--- config.mk ---
export PLATFORM = sky130hd
export DESIGN_NAME = ex_operand_stage
export DESIGN_NICKNAME = d
export VERILOG_FILES = /design/src/rtl/cpu_types_pkg.sv /design/src/rtl/operand_fwd_mux.sv /design/src/rtl/ex_operand_stage.sv
export SDC_FILE = /design/constraint.sdc
export NUM_CORES = 1
export LEC_CHECK = 0
export ABC_AREA = 1
export BUFFER_PORTS_ARGS = -buffer_cell sky130_fd_sc_hd__buf_2
export CAP_MARGIN = 20
export CORE_MARGIN = 2
export CORE_UTILIZATION = 35
export DETAILED_ROUTE_END_ITERATION = 10
export HOLD_SLACK_MARGIN = 0.08
export PLACE_DENSITY = 0.55
export SLEW_MARGIN = 20
export SYNTH_ARGS = -nofsm -noshare
export SYNTH_HDL_FRONTEND = slang
export SYNTH_SLANG_ARGS = --single-unit
--- constraint.sdc ---
create_clock -name CLK -period 3.07 [get_ports CLK]
set_clock_uncertainty 0.1 [all_clocks]
set_input_delay 0.614 -clock CLK [delete_from_list [all_inputs] [get_ports CLK]]
set_output_delay 0.614 -clock CLK [all_outputs]
set_load 0.01 [all_outputs]
--- src/rtl/cpu_types_pkg.sv ---
// Shared CPU datapath types: words, ALU ops, immediate-extension modes and the
// ID/EX held-operand record.
package cpu_types_pkg;
    localparam int CPU_WORD_W = 32;
    localparam int CPU_REG_W  = 5;

    typedef logic [CPU_WORD_W-1:0] word_t;
    typedef logic [CPU_REG_W-1:0]  regbits_t;

    typedef enum logic [3:0] {
        ALU_SLL, ALU_SRL, ALU_ADD, ALU_SUB, ALU_AND,
        ALU_OR,  ALU_XOR, ALU_NOR, ALU_SLT, ALU_SLTU
    } aluop_t;

    typedef enum logic [1:0] {
        EXT_ZEXT = 2'd0,
        EXT_SEXT = 2'd1,
        EXT_LUI  = 2'd2
    } extop_t;

    typedef struct packed {
        regbits_t    rs;
        regbits_t    rt;
        word_t       rdat1;
        word_t       rdat2;
        logic [15:0] imm16;
        extop_t      extop;
        logic        alusrc;
        aluop_t      aluop;
        regbits_t    wsel;
        logic        regwen;
    } ex_operand_t;

    // Unused encoding 3 falls back to zero extension.
    function automatic word_t ext_imm(input logic [15:0] imm, input extop_t op);
        case (op)
            EXT_SEXT: ext_imm = {{16{imm[15]}}, imm};
            EXT_LUI:  ext_imm = {imm, 16'b0};
            default:  ext_imm = {16'b0, imm};
        endcase
    endfunction
endpackage

--- src/rtl/operand_fwd_mux.sv ---
// Per-operand bypass select: EX/MEM (non-load) beats MEM/WB beats held data;
// register 0 is hardwired to zero.
module operand_fwd_mux #(
    parameter int WORD_W     = 32,
    parameter int REG_ADDR_W = 5
) (
    input  logic [REG_ADDR_W-1:0] idx,
    input  logic [WORD_W-1:0]     held,
    input  logic                  exmem_wen,
    input  logic [REG_ADDR_W-1:0] exmem_wsel,
    input  logic [WORD_W-1:0]     exmem_wdat,
    input  logic                  exmem_load,
    input  logic                  memwb_wen,
    input  logic [REG_ADDR_W-1:0] memwb_wsel,
    input  logic [WORD_W-1:0]     memwb_wdat,
    output logic [WORD_W-1:0]     fwd
);
    logic exmem_hit, memwb_hit;

    // A load in EX/MEM has no data yet; the hazard logic stalls instead.
    assign exmem_hit = exmem_wen && !exmem_load && (exmem_wsel == idx);
    assign memwb_hit = memwb_wen && (memwb_wsel == idx);

    always_comb begin
        fwd = held;
        if (idx == '0)     fwd = '0;
        else if (exmem_hit) fwd = exmem_wdat;
        else if (memwb_hit) fwd = memwb_wdat;
    end
endmodule

--- src/rtl/ex_operand_stage.sv ---
// ID/EX operand stage: holds one decoded instruction, forwards operands from
// EX/MEM and MEM/WB, extends the immediate and stalls on load-use hazards.
module ex_operand_stage
    import cpu_types_pkg::*;
#(
    parameter int WORD_W     = 32,
    parameter int REG_ADDR_W = 5
) (
    input  logic                  CLK,
    input  logic                  nRST,
    input  logic                  flush,
    input  logic                  in_valid,
    output logic                  in_ready,
    input  logic [REG_ADDR_W-1:0] in_rs,
    input  logic [REG_ADDR_W-1:0] in_rt,
    input  logic [WORD_W-1:0]     in_rdat1,
    input  logic [WORD_W-1:0]     in_rdat2,
    input  logic [15:0]           in_imm16,
    input  extop_t                in_extop,
    input  logic                  in_alusrc,
    input  aluop_t                in_aluop,
    input  logic [REG_ADDR_W-1:0] in_wsel,
    input  logic                  in_regwen,
    input  logic                  exmem_wen,
    input  logic [REG_ADDR_W-1:0] exmem_wsel,
    input  logic [WORD_W-1:0]     exmem_wdat,
    input  logic                  exmem_load,
    input  logic                  memwb_wen,
    input  logic [REG_ADDR_W-1:0] memwb_wsel,
    input  logic [WORD_W-1:0]     memwb_wdat,
    input  logic                  alu_ready,
    output logic                  ex_valid,
    output logic [WORD_W-1:0]     porta,
    output logic [WORD_W-1:0]     portb,
    output aluop_t                aluop,
    output logic [REG_ADDR_W-1:0] ex_wsel,
    output logic                  ex_regwen
);
    ex_operand_t         q;
    logic                valid_q;
    logic                hazard, fire, accept;
    logic [WORD_W-1:0]   fwd_rs, fwd_rt, cap1, cap2;
    logic                wb_rs, wb_rt, wb_in_rs, wb_in_rt;

    assign hazard = valid_q && exmem_load && exmem_wen && (exmem_wsel != '0) &&
                    ((exmem_wsel == q.rs) || (!q.alusrc && (exmem_wsel == q.rt)));
    assign ex_valid = valid_q && !hazard;
    assign fire     = ex_valid && alu_ready;
    assign in_ready = !valid_q || fire;
    assign accept   = in_valid && in_ready && !flush;

    assign wb_rs    = memwb_wen && (memwb_wsel != '0) && (memwb_wsel == q.rs);
    assign wb_rt    = memwb_wen && (memwb_wsel != '0) && (memwb_wsel == q.rt);
    assign wb_in_rs = memwb_wen && (memwb_wsel != '0) && (memwb_wsel == in_rs);
    assign wb_in_rt = memwb_wen && (memwb_wsel != '0) && (memwb_wsel == in_rt);

    // Regfile write and read land in the same cycle, so bypass WB at capture.
    assign cap1 = wb_in_rs ? memwb_wdat : in_rdat1;
    assign cap2 = wb_in_rt ? memwb_wdat : in_rdat2;

    always_ff @(posedge CLK) begin
        if (!nRST) begin
            q       <= '0;
            valid_q <= 1'b0;
        end else if (flush) begin
            valid_q <= 1'b0;
        end else if (accept) begin
            q.rs     <= in_rs;
            q.rt     <= in_rt;
            q.rdat1  <= cap1;
            q.rdat2  <= cap2;
            q.imm16  <= in_imm16;
            q.extop  <= in_extop;
            q.alusrc <= in_alusrc;
            q.aluop  <= in_aluop;
            q.wsel   <= in_wsel;
            q.regwen <= in_regwen;
            valid_q  <= 1'b1;
        end else if (fire) begin
            valid_q <= 1'b0;
        end else if (valid_q) begin
            // A WB value retiring during a stall would otherwise be lost.
            if (wb_rs) q.rdat1 <= memwb_wdat;
            if (wb_rt) q.rdat2 <= memwb_wdat;
        end
    end

    operand_fwd_mux #(.WORD_W(WORD_W), .REG_ADDR_W(REG_ADDR_W)) u_fwd_rs (
        .idx(q.rs), .held(q.rdat1),
        .exmem_wen(exmem_wen), .exmem_wsel(exmem_wsel), .exmem_wdat(exmem_wdat),
        .exmem_load(exmem_load),
        .memwb_wen(memwb_wen), .memwb_wsel(memwb_wsel), .memwb_wdat(memwb_wdat),
        .fwd(fwd_rs)
    );

    operand_fwd_mux #(.WORD_W(WORD_W), .REG_ADDR_W(REG_ADDR_W)) u_fwd_rt (
        .idx(q.rt), .held(q.rdat2),
        .exmem_wen(exmem_wen), .exmem_wsel(exmem_wsel), .exmem_wdat(exmem_wdat),
        .exmem_load(exmem_load),
        .memwb_wen(memwb_wen), .memwb_wsel(memwb_wsel), .memwb_wdat(memwb_wdat),
        .fwd(fwd_rt)
    );

    assign porta     = fwd_rs;
    assign portb     = q.alusrc ? ext_imm(q.imm16, q.extop) : fwd_rt;
    assign aluop     = q.aluop;
    assign ex_wsel   = q.wsel;
    assign ex_regwen = q.regwen;
endmodule

==> results of run 1 <==
==> power groups by stage <==
stage	logic (uW)	registers, uW	clock network [uW]
6_report	1320	1530	1240
4_1_cts	1220	1520	1250
3_5_place_dp	1210	1550	0
2_1_floorplan	752	1530	0
3_3_place_gp	1210	1550	0
5_1_grt	1470	1540	1310
==> kinds of logic after synthesis <==
group           after synthesis
simple gates                625
buf+inv                     344
compound gates              295
flops                       104
xor+xnor                     21
fa+ha+maj                     2
==> worst max-delay path by stage <==
stage                endpoint          start  slack (ns)  cells past startpoint
floorplan           portb[21]  memwb_wsel[2]        0.35                      8
global placement     porta[0]  memwb_wsel[2]       -0.04                     11
detailed placement   porta[0]  memwb_wsel[2]       -0.09                     10
CTS                 porta[31]  memwb_wsel[2]       -0.02                     11
global route        porta[10]  memwb_wsel[0]       -0.08                     13
finish               porta[4]  memwb_wsel[0]       0.003                     13
==> through the flow <==
stage	hold WS, ns	util (%)	setup TNS, ns
after global placement	0.3499	42.33	-0.1362
after CTS	0.3618	43.72	-0.02545
final	0.3611	46.87	0
after global routing	0.3854	46.87	-1.714
after floorplan	0.3394	-	0
after detailed placement	0.3503	42.33	-0.2006
==> what timing repair did <==
action / in CTS / in global routing
hold buffers: 0 / 0
pin swaps: 0 / 34
gates resized for setup: 12 / 147
setup endpoints to repair: 11 / 55
gates cloned: 0 / 12
setup buffers: 0 / 6
==> sequential cells by signal, summed over array words and instances, names as in the netlist <==
signal / flops
valid_q: 1
aluop: 4
ex_regwen: 1
q: 93
ex_wsel: 5
==> synth_stat cells, types with 3 or more instances <==
cell type                  number  area share, %
sky130_fd_sc_hd__nor2_4         3           0.42
sky130_fd_sc_hd__clkbuf_1      50            2.4
sky130_fd_sc_hd__nor3_1         4           0.25
sky130_fd_sc_hd__o21ai_0      168             11
sky130_fd_sc_hd__nand3_1       37            2.3
sky130_fd_sc_hd__a21oi_1       57            3.6
sky130_fd_sc_hd__nor2_1       176            8.3
sky130_fd_sc_hd__nand2_1      341             16
sky130_fd_sc_hd__buf_4         19            1.8
sky130_fd_sc_hd__clkinv_1       6           0.28
sky130_fd_sc_hd__o22ai_1       16            1.3
sky130_fd_sc_hd__xor2_1        16            1.8
sky130_fd_sc_hd__dfxtp_1      104             26
sky130_fd_sc_hd__nand4_1       49            3.8
sky130_fd_sc_hd__xnor2_1        5           0.55
sky130_fd_sc_hd__buf_6         10            1.4
sky130_fd_sc_hd__inv_2          8           0.38
sky130_fd_sc_hd__inv_1        228             11
sky130_fd_sc_hd__o21bai_1      32            3.0
sky130_fd_sc_hd__nand2_2        4           0.31
sky130_fd_sc_hd__buf_2         21            1.3
sky130_fd_sc_hd__o21ai_1       21            1.3
==> final cells by class <==
cell class	count	area [um^2]
Clock inverter	5	63.81
Antenna cell	4	10.01
Sequential cell	104	2097
Multi-Input combinational cell	944	4783
Timing Repair Buffer	318	2079
Tap cell	285	356.6
Inverter	242	913.4
Clock buffer	11	242.7
Fill cell	2423	11960
==> routing by layer <==
layer	share of wire, %	wire, um	up-vias
met2	44	14800	347
met3	6.3	2092	68
met1	45	15130	4186
met5	0	0	-
met4	4.1	1369	0
li1	-	-	4784
==> worst max-delay path, stage by stage <==
cell                        delay [ns]
sky130_fd_sc_hd__buf_8            0.10
sky130_fd_sc_hd__buf_6            0.11
sky130_fd_sc_hd__nand2_2          0.05
sky130_fd_sc_hd__nand4_1          0.16
sky130_fd_sc_hd__nor4_4           0.32
sky130_fd_sc_hd__buf_6            0.20
sky130_fd_sc_hd__nand2_8          0.11
sky130_fd_sc_hd__clkbuf_16        0.21
sky130_fd_sc_hd__nand2_4          0.05
sky130_fd_sc_hd__o21ai_2          0.06
sky130_fd_sc_hd__o21bai_1         0.18
sky130_fd_sc_hd__inv_1            0.05
sky130_fd_sc_hd__buf_2            0.13
==> summary by stage, run 1 <==
Min path
The worst hold path belongs to the class reg2reg. The startpoint identified for the worst hold timing path is aluop[0]$_SDFFE_PN0P_. For hold timing, the worst endpoint is aluop[0]$_SDFFE_PN0P_. Counting instances, the worst hold path has a depth of 2.

GRT
The global router's overall resource usage is 26.20%. Global routing consumed, on the met1 layer, 35.86% of the routing resources. The overall overflow remaining after global route is 0. The met2 routing resource usage after global routing is 41.10%. The number of global-route vias before repair is 8395. The first global-routing pass estimated 48290 um of wire.

Global routing used 4.206% of the available met3 tracks. The global routing stage identified its most utilized layer as met2. The number of antenna violations at the first check in global routing is 4. Entering global routing, the biggest net connects 54 pins.

Setup path
STA classifies the critical path endpoint as a primary output. The startpoint identified for the worst register-to-register timing path is q[94]$_SDFFE_PN0P_. At the worst endpoint, the required time is 2.36 ns. The critical path launch point type is a primary input. The number of cells traversed by the worst register-to-register path is 11. The capture instance of the worst register-to-register path is q[11]$_SDFFE_PN0P_. In this run the worst path has a maximum fanout of 5. At the worst endpoint, the arrival time is 2.35 ns.

The register-to-register path setup slack is 0.74 ns. The path type of the worst setup path is in2out.

Floorplan
In this run the count of I/O pins placed on the die edge is 261. Measured along the x axis, the die boundary spans 154.9 um. The die is 154.9 um tall.

The area of the die is 24000 um^2. The area of the core is 22500 um^2. The initial utilization of the core area, before any placement, comes to 35.42%. The initialized floorplan defines 55 standard-cell rows.

STA
Setup repair after global routing could not meet its margin everywhere. Setup violations remaining at the end of the flow were counted as 0. Timing would allow up to 326.1 MHz. The number of hold-slack violations in the final timing report is 0. For the pin with the worst max-slew slack, the measured transition is 0.6017 ns. The worst path in the final design needs a cycle of 3.067 ns, including I/O delays and setup. The worst setup slack after layout is 0.003052 ns.

Of the available clock period, the critical path in the final layout requires 99.90%. Headroom to the max-slew limit came out at 59.79%. The final count of pins violating max slew is 0.

Place
In this run the tool buffered the top-level ports with 260 buffer cells. The post-place setup slack is -0.09131 ns. Once placement finished, the instance area stood at 9525 um^2. The final RePlAce weighted congestion is 0.9274.

The number of cells after detailed placement is 1876. Summed over all nets, the half-perimeter wirelength after detailed placement is 24230 um.

Clock tree
The clock tree from TritonCTS is built. The H-tree was split into 3 levels. In this run the clock root is driven by a sky130_fd_sc_hd__clkbuf_16. TritonCTS created 9 clock buffers.

Clock tree synthesis found a total of 104 sinks. At the later pin of the worst-skew pair, clock insertion delay measures 0.36 ns. The clock passes through at most 2 buffers. The post-CTS clock slew at the launch and capture registers of the worst setup and hold paths is 0.08 ns.

Pwr
The power share of the sequential group is 37.3%. The total net switching power is 1447 uW. Overall power consumption after layout is estimated at 4089 uW. The fraction of power spent switching nets is 35.39%.

The peak supply drop is 0.0002507 V. The static leakage is 0.005824 uW. Power spread over the standard cell area amounts to 387.7 nW/um^2. The combinational power share is 32.4%. Cell internal power was estimated by the tool at 2642 uW. The clock network burns 30.3% of the power.

Synthesis
Dividing the synthesized area by the synthesized cell count gives 5.730 um^2. The most common flop cell mapped by yosys is sky130_fd_sc_hd__dfxtp_1. Summing the areas of all compound-gate instances in the mapped netlist gives 19.81% of the synthesized area. After synthesis the netlist holds a flip-flop and latch count of 104. The number of flops mapped to enable cells by yosys is 0. The share of the Yosys chip area taken by registers is 26.12%. In the synthesized netlist, the number of instances is 1391. The xor/xnor cell area share of the yosys netlist is 2.308%. The number of warnings printed during yosys synthesis is 0.

The synthesized-area fraction occupied by and/or/nand/nor cells is 33.08%. Summing the areas of all fa, ha and maj instances in the mapped netlist gives 0.3140% of the synthesized area. In the synthesized netlist, mux cells make up 0% of the area. The combinational family with the most area after synthesis is simple AND/OR/NAND/NOR gates. The async set-reset flop share out of synthesis is 0%. The cell area that synthesis handed to floorplanning was 7970 um^2.

The count of different cell masters after synthesis is 33. The number of nets handed over by synthesis was 1578.

Route
The detail-routed via count per cell is 4.906. The count of antenna-violating nets left after detailed routing is 0. The wire length per cell after detailed routing is 17.45 um. The number of DRC markers after the initial detailed-route iteration is 734. The DRC violations left is 0. The first detailed-routing pass took 5 iterations. The routed wire length is 33390 um. The overall via count from detail_route is 9385.

Layout
The layout overhead on the synthesized area is 32.32%. The fraction of layout instances using a drive strength above 1 is 26.23%. The filler-free cell count of the finished design is 1913. Summing all non-filler instances in the final layout gives an area of 10550 um^2. The library cell used most frequently in the layout, excluding fill and tap cells, is sky130_fd_sc_hd__nand2_1. After the last flow step, the layout net total stands at 1806. The library cells used most frequently in the layout, excluding fill and tap cells, are sky130_fd_sc_hd__nand2_1 (313), sky130_fd_sc_hd__buf_2 (253), sky130_fd_sc_hd__inv_1 (225).

Run
Across the run, the number of max-cap violations was 0.

Status
The flow ran to the end, and the final reports show no timing, DRC or antenna violations.
(Power assumes the default switching activity.)
==> run 2, diff against run 1 <==
--- a/config.mk
+++ b/config.mk
@@ -13,6 +13,7 @@
 export DETAILED_ROUTE_END_ITERATION = 10
 export HOLD_SLACK_MARGIN = 0.08
 export PLACE_DENSITY = 0.55
+export SETUP_SLACK_MARGIN = 0.1
 export SLEW_MARGIN = 20
 export SYNTH_ARGS = -nofsm -noshare
 export SYNTH_HDL_FRONTEND = slang
==> run 2 against run 1 <==
Against the previous run: power increased by 2.0%; critical path depth down 1; combinational power increased by 6%; wire length is 2.2% higher; maximum frequency is 0.69% higher; design area up 5.5%; global-route usage rose by 0.34 points; worst hold slack barely moved; first-iteration DRC count grew 13%; critical endpoint unchanged.
==> summary by stage, run 2 (synthesis results as in run 1) <==
STA
The number of hold-slack violations in the final timing report is 0 (unchanged). The worst setup slack after layout is 0.02419 ns (+0.02113 ns). The final count of negative-setup-slack endpoints is 0 (unchanged). Setup repair after global routing could not meet its margin everywhere. The final clock period utilization by the worst path was 99.21% (-0.69 points). The slew at the pin closest to its max-slew limit was 0.6084 ns (+0.006693 ns).

The achievable frequency is 328.3 MHz (+0.69%). The final hold slack is 0.3608 ns (-0.0003370 ns). The time the worst path needs with I/O delays and setup is 3.046 ns (-0.02113 ns). The final count of pins violating max slew is 0 (unchanged). The worst-case headroom to the max-slew limit is 59.34% (-0.45 points).

Route
The detail-routed via count per cell is 4.941 (+0.72%). The DRC violations left is 0 (unchanged). The count of antenna-violating nets left after detailed routing is 0 (unchanged). The number of DRC markers after the initial detailed-route iteration is 829 (+13%).

The overall via count from detail_route was 9502 (+1.2%). The routed wire length is 34140 um (+2.2%). The wire length per cell after detailed routing is 17.75 um (+1.7%). The iteration count of the initial detailed-routing pass was 5 (unchanged).

Layout
Leaving out fill and tap cells, the most frequent cells in the layout are sky130_fd_sc_hd__nand2_1 (297), sky130_fd_sc_hd__buf_2 (246), sky130_fd_sc_hd__inv_1 (224). The flip-flop count of the largest register, all copies and words added is 93 (unchanged). The final net count is 1816 (+0.55%).

q holds more flip-flops than any other register. The final instance area was 11120 um^2 (+5.5%). From synthesis to final layout, the design area changed by 39.54%. The fraction of layout instances using a drive strength above 1 came to 29.31% (+3.1 points). The number of filler instances in the final layout is 2373 (-2.1%).

Leaving out fill and tap cells, the most frequent cell in the layout is sky130_fd_sc_hd__nand2_1.

Setup path
The required time of the worst setup path came to 2.36 ns (about the same). The data arrival at the endpoint of the critical path is 2.33 ns (-0.02 ns). The worst setup path is of the in2out kind. Tracing the worst setup path back leads to its startpoint at memwb_wsel[3].

The maximum fanout along the worst path came to 10 (+5). The sort of element at the end of the critical path is a primary output. The worst setup path is launched from a primary input. In this run the critical register-to-register path is launched from q[94]$_SDFFE_PN0P_.

Floorplan
The area of the core is 22500 um^2 (unchanged). The die height is 154.9 um (unchanged). The die outline width is 154.9 um (unchanged). The area of the die was 24000 um^2 (unchanged). The number of top-level design ports is 261 (unchanged). The starting density of the core came to 35.42% (unchanged). The number of placement rows is 55 (unchanged).

Clock tree
The buffer cell driving the clock tree root is sky130_fd_sc_hd__clkbuf_16. The buffer depth of the longest clock path is 2 (unchanged). The insertion delay to the later sink of the worst-skew pair is 0.36 ns (about the same). The TritonCTS buffer count was 9 (unchanged). The H-tree depth came to 3 (unchanged). TritonCTS built the clock tree. The number of clock sinks is 104 (unchanged).

The post-CTS clock slew at the launch and capture registers of the worst setup and hold paths is 0.07 ns (about the same).

Pwr
The internal cell power is 2692 uW (+1.9%). The static leakage is 0.005995 uW (+2.9%). The power after layout is 4171 uW (+2.0%). The power share of the sequential group is 36.9% (-0.4 points).

The total net switching power is 1479 uW (+2.2%). The combinational power share came to 33.6% (+1.2 points). The peak supply drop came to 0.0002501 V (-0.21%).

The fraction of power spent switching nets is 35.47% (+0.080 points). The power per cell area is 375.0 nW/um^2 (-3.3%). The share of power burned in the clock network is 29.5% (-0.8 points).

Place
The post-detailed-placement half-perimeter wirelength is 24230 um (unchanged). The final RePlAce weighted congestion is 0.9274 (unchanged). The post-place setup slack came to -0.09131 ns (unchanged). The count of input and output buffers is 260 (unchanged). The post-detailed-placement cell area came to 9525 um^2 (unchanged).

Status
The flow ran to the end, and the final reports show no timing, DRC or antenna violations.

GRT
The overall overflow remaining after global route is 0 (unchanged). The maximum number of pins on one net before global-route repair was 54 (unchanged). The number of global-route vias before repair is 8508 (+1.3%).

The global router's overall resource usage is 26.54% (+0.34 points). The number of antenna violations at the first check in global routing was 4 (unchanged). The wire length of the first global-routing pass came to 48910 um (+1.3%).

Min path
The start point of the worst min-delay path is aluop[0]$_SDFFE_PN0P_. The min-delay analysis places its worst path in the category reg2reg.

Run
The max capacitance violation total is 0 (unchanged).
[run 2: critical path, stage by stage]
cell	delay [ns]
sky130_fd_sc_hd__buf_2	0.12
sky130_fd_sc_hd__buf_6	0.12
sky130_fd_sc_hd__xor2_2	0.15
sky130_fd_sc_hd__nor4_4	0.31
sky130_fd_sc_hd__nand2_2	0.11
sky130_fd_sc_hd__buf_12	0.18
sky130_fd_sc_hd__clkbuf_16	0.20
sky130_fd_sc_hd__nand2_4	0.09
sky130_fd_sc_hd__o21ai_4	0.06
sky130_fd_sc_hd__o21bai_1	0.18
sky130_fd_sc_hd__inv_1	0.06
sky130_fd_sc_hd__buf_2	0.13
[run 2: worst paths after layout]
| path | end | slack (ns) | cells past startpoint |
|---|---|---|---|
| max | porta[4] | 0.02 | 12 |
| min | aluop[0]$_SDFFE_PN0P_ | 0.36 | 2 |
| max reg2reg | q[11]$_SDFFE_PN0P_ | 0.73 | 11 |
| min reg2reg | aluop[0]$_SDFFE_PN0P_ | 0.36 | 2 |
[run 2: metrics by stage]
| stage | util (%) | TNS [ns] | instances |
|---|---|---|---|
| after floorplan | - | 0 | 1391 |
| after global placement | 42.33 | -0.1362 | 1876 |
| after detailed placement | 42.33 | -0.2006 | 1876 |
| after CTS | 44.92 | -0.08528 | 1899 |
| after global routing | 49.42 | -0.2022 | 1923 |
| final | 49.42 | 0 | 1923 |
[run 2: power by group through the flow]
| stage | clock [uW] | sequential, uW | combinational [uW] |
|---|---|---|---|
| detailed placement | 0 | 1550 | 1210 |
| finish | 1230 | 1540 | 1400 |
| CTS | 1250 | 1520 | 1250 |
| floorplan | 0 | 1530 | 752 |
| global route | 1300 | 1550 | 1550 |
| global placement | 0 | 1550 | 1210 |
[run 2: per-layer routing]
metal | wire length (um) | up-vias | track usage (%)
met3 | 2168 | 78 | 4.485
li1 | - | 4800 | -
met2 | 15260 | 342 | 41.59
met1 | 15060 | 4282 | 36.08
met5 | 0 | - | 0
met4 | 1648 | 0 | 11.29
[run 2: area by class of cell]
| type | instances | area [um^2] | share of cell area, % |
|---|---|---|---|
| diodes | 4 | 10.01 | 0.09000 |
| inverters | 242 | 920.9 | 8.280 |
| clock buffers | 11 | 242.7 | 2.182 |
| clock inverters | 5 | 63.81 | 0.5737 |
| well taps | 285 | 356.6 | 3.206 |
| flip-flops and latches | 104 | 2102 | 18.90 |
| multi-input cells | 943 | 5095 | 45.81 |
| repair buffers | 329 | 2331 | 20.96 |
[run 2: timing repair]
action / CTS / global route
pin swaps: 18 / 44
gates cloned: 3 / 10
hold buffers: 0 / 0
resized for setup: 73 / 186
setup buffers: 4 / 11
endpoints found under the setup margin: 52 / 64
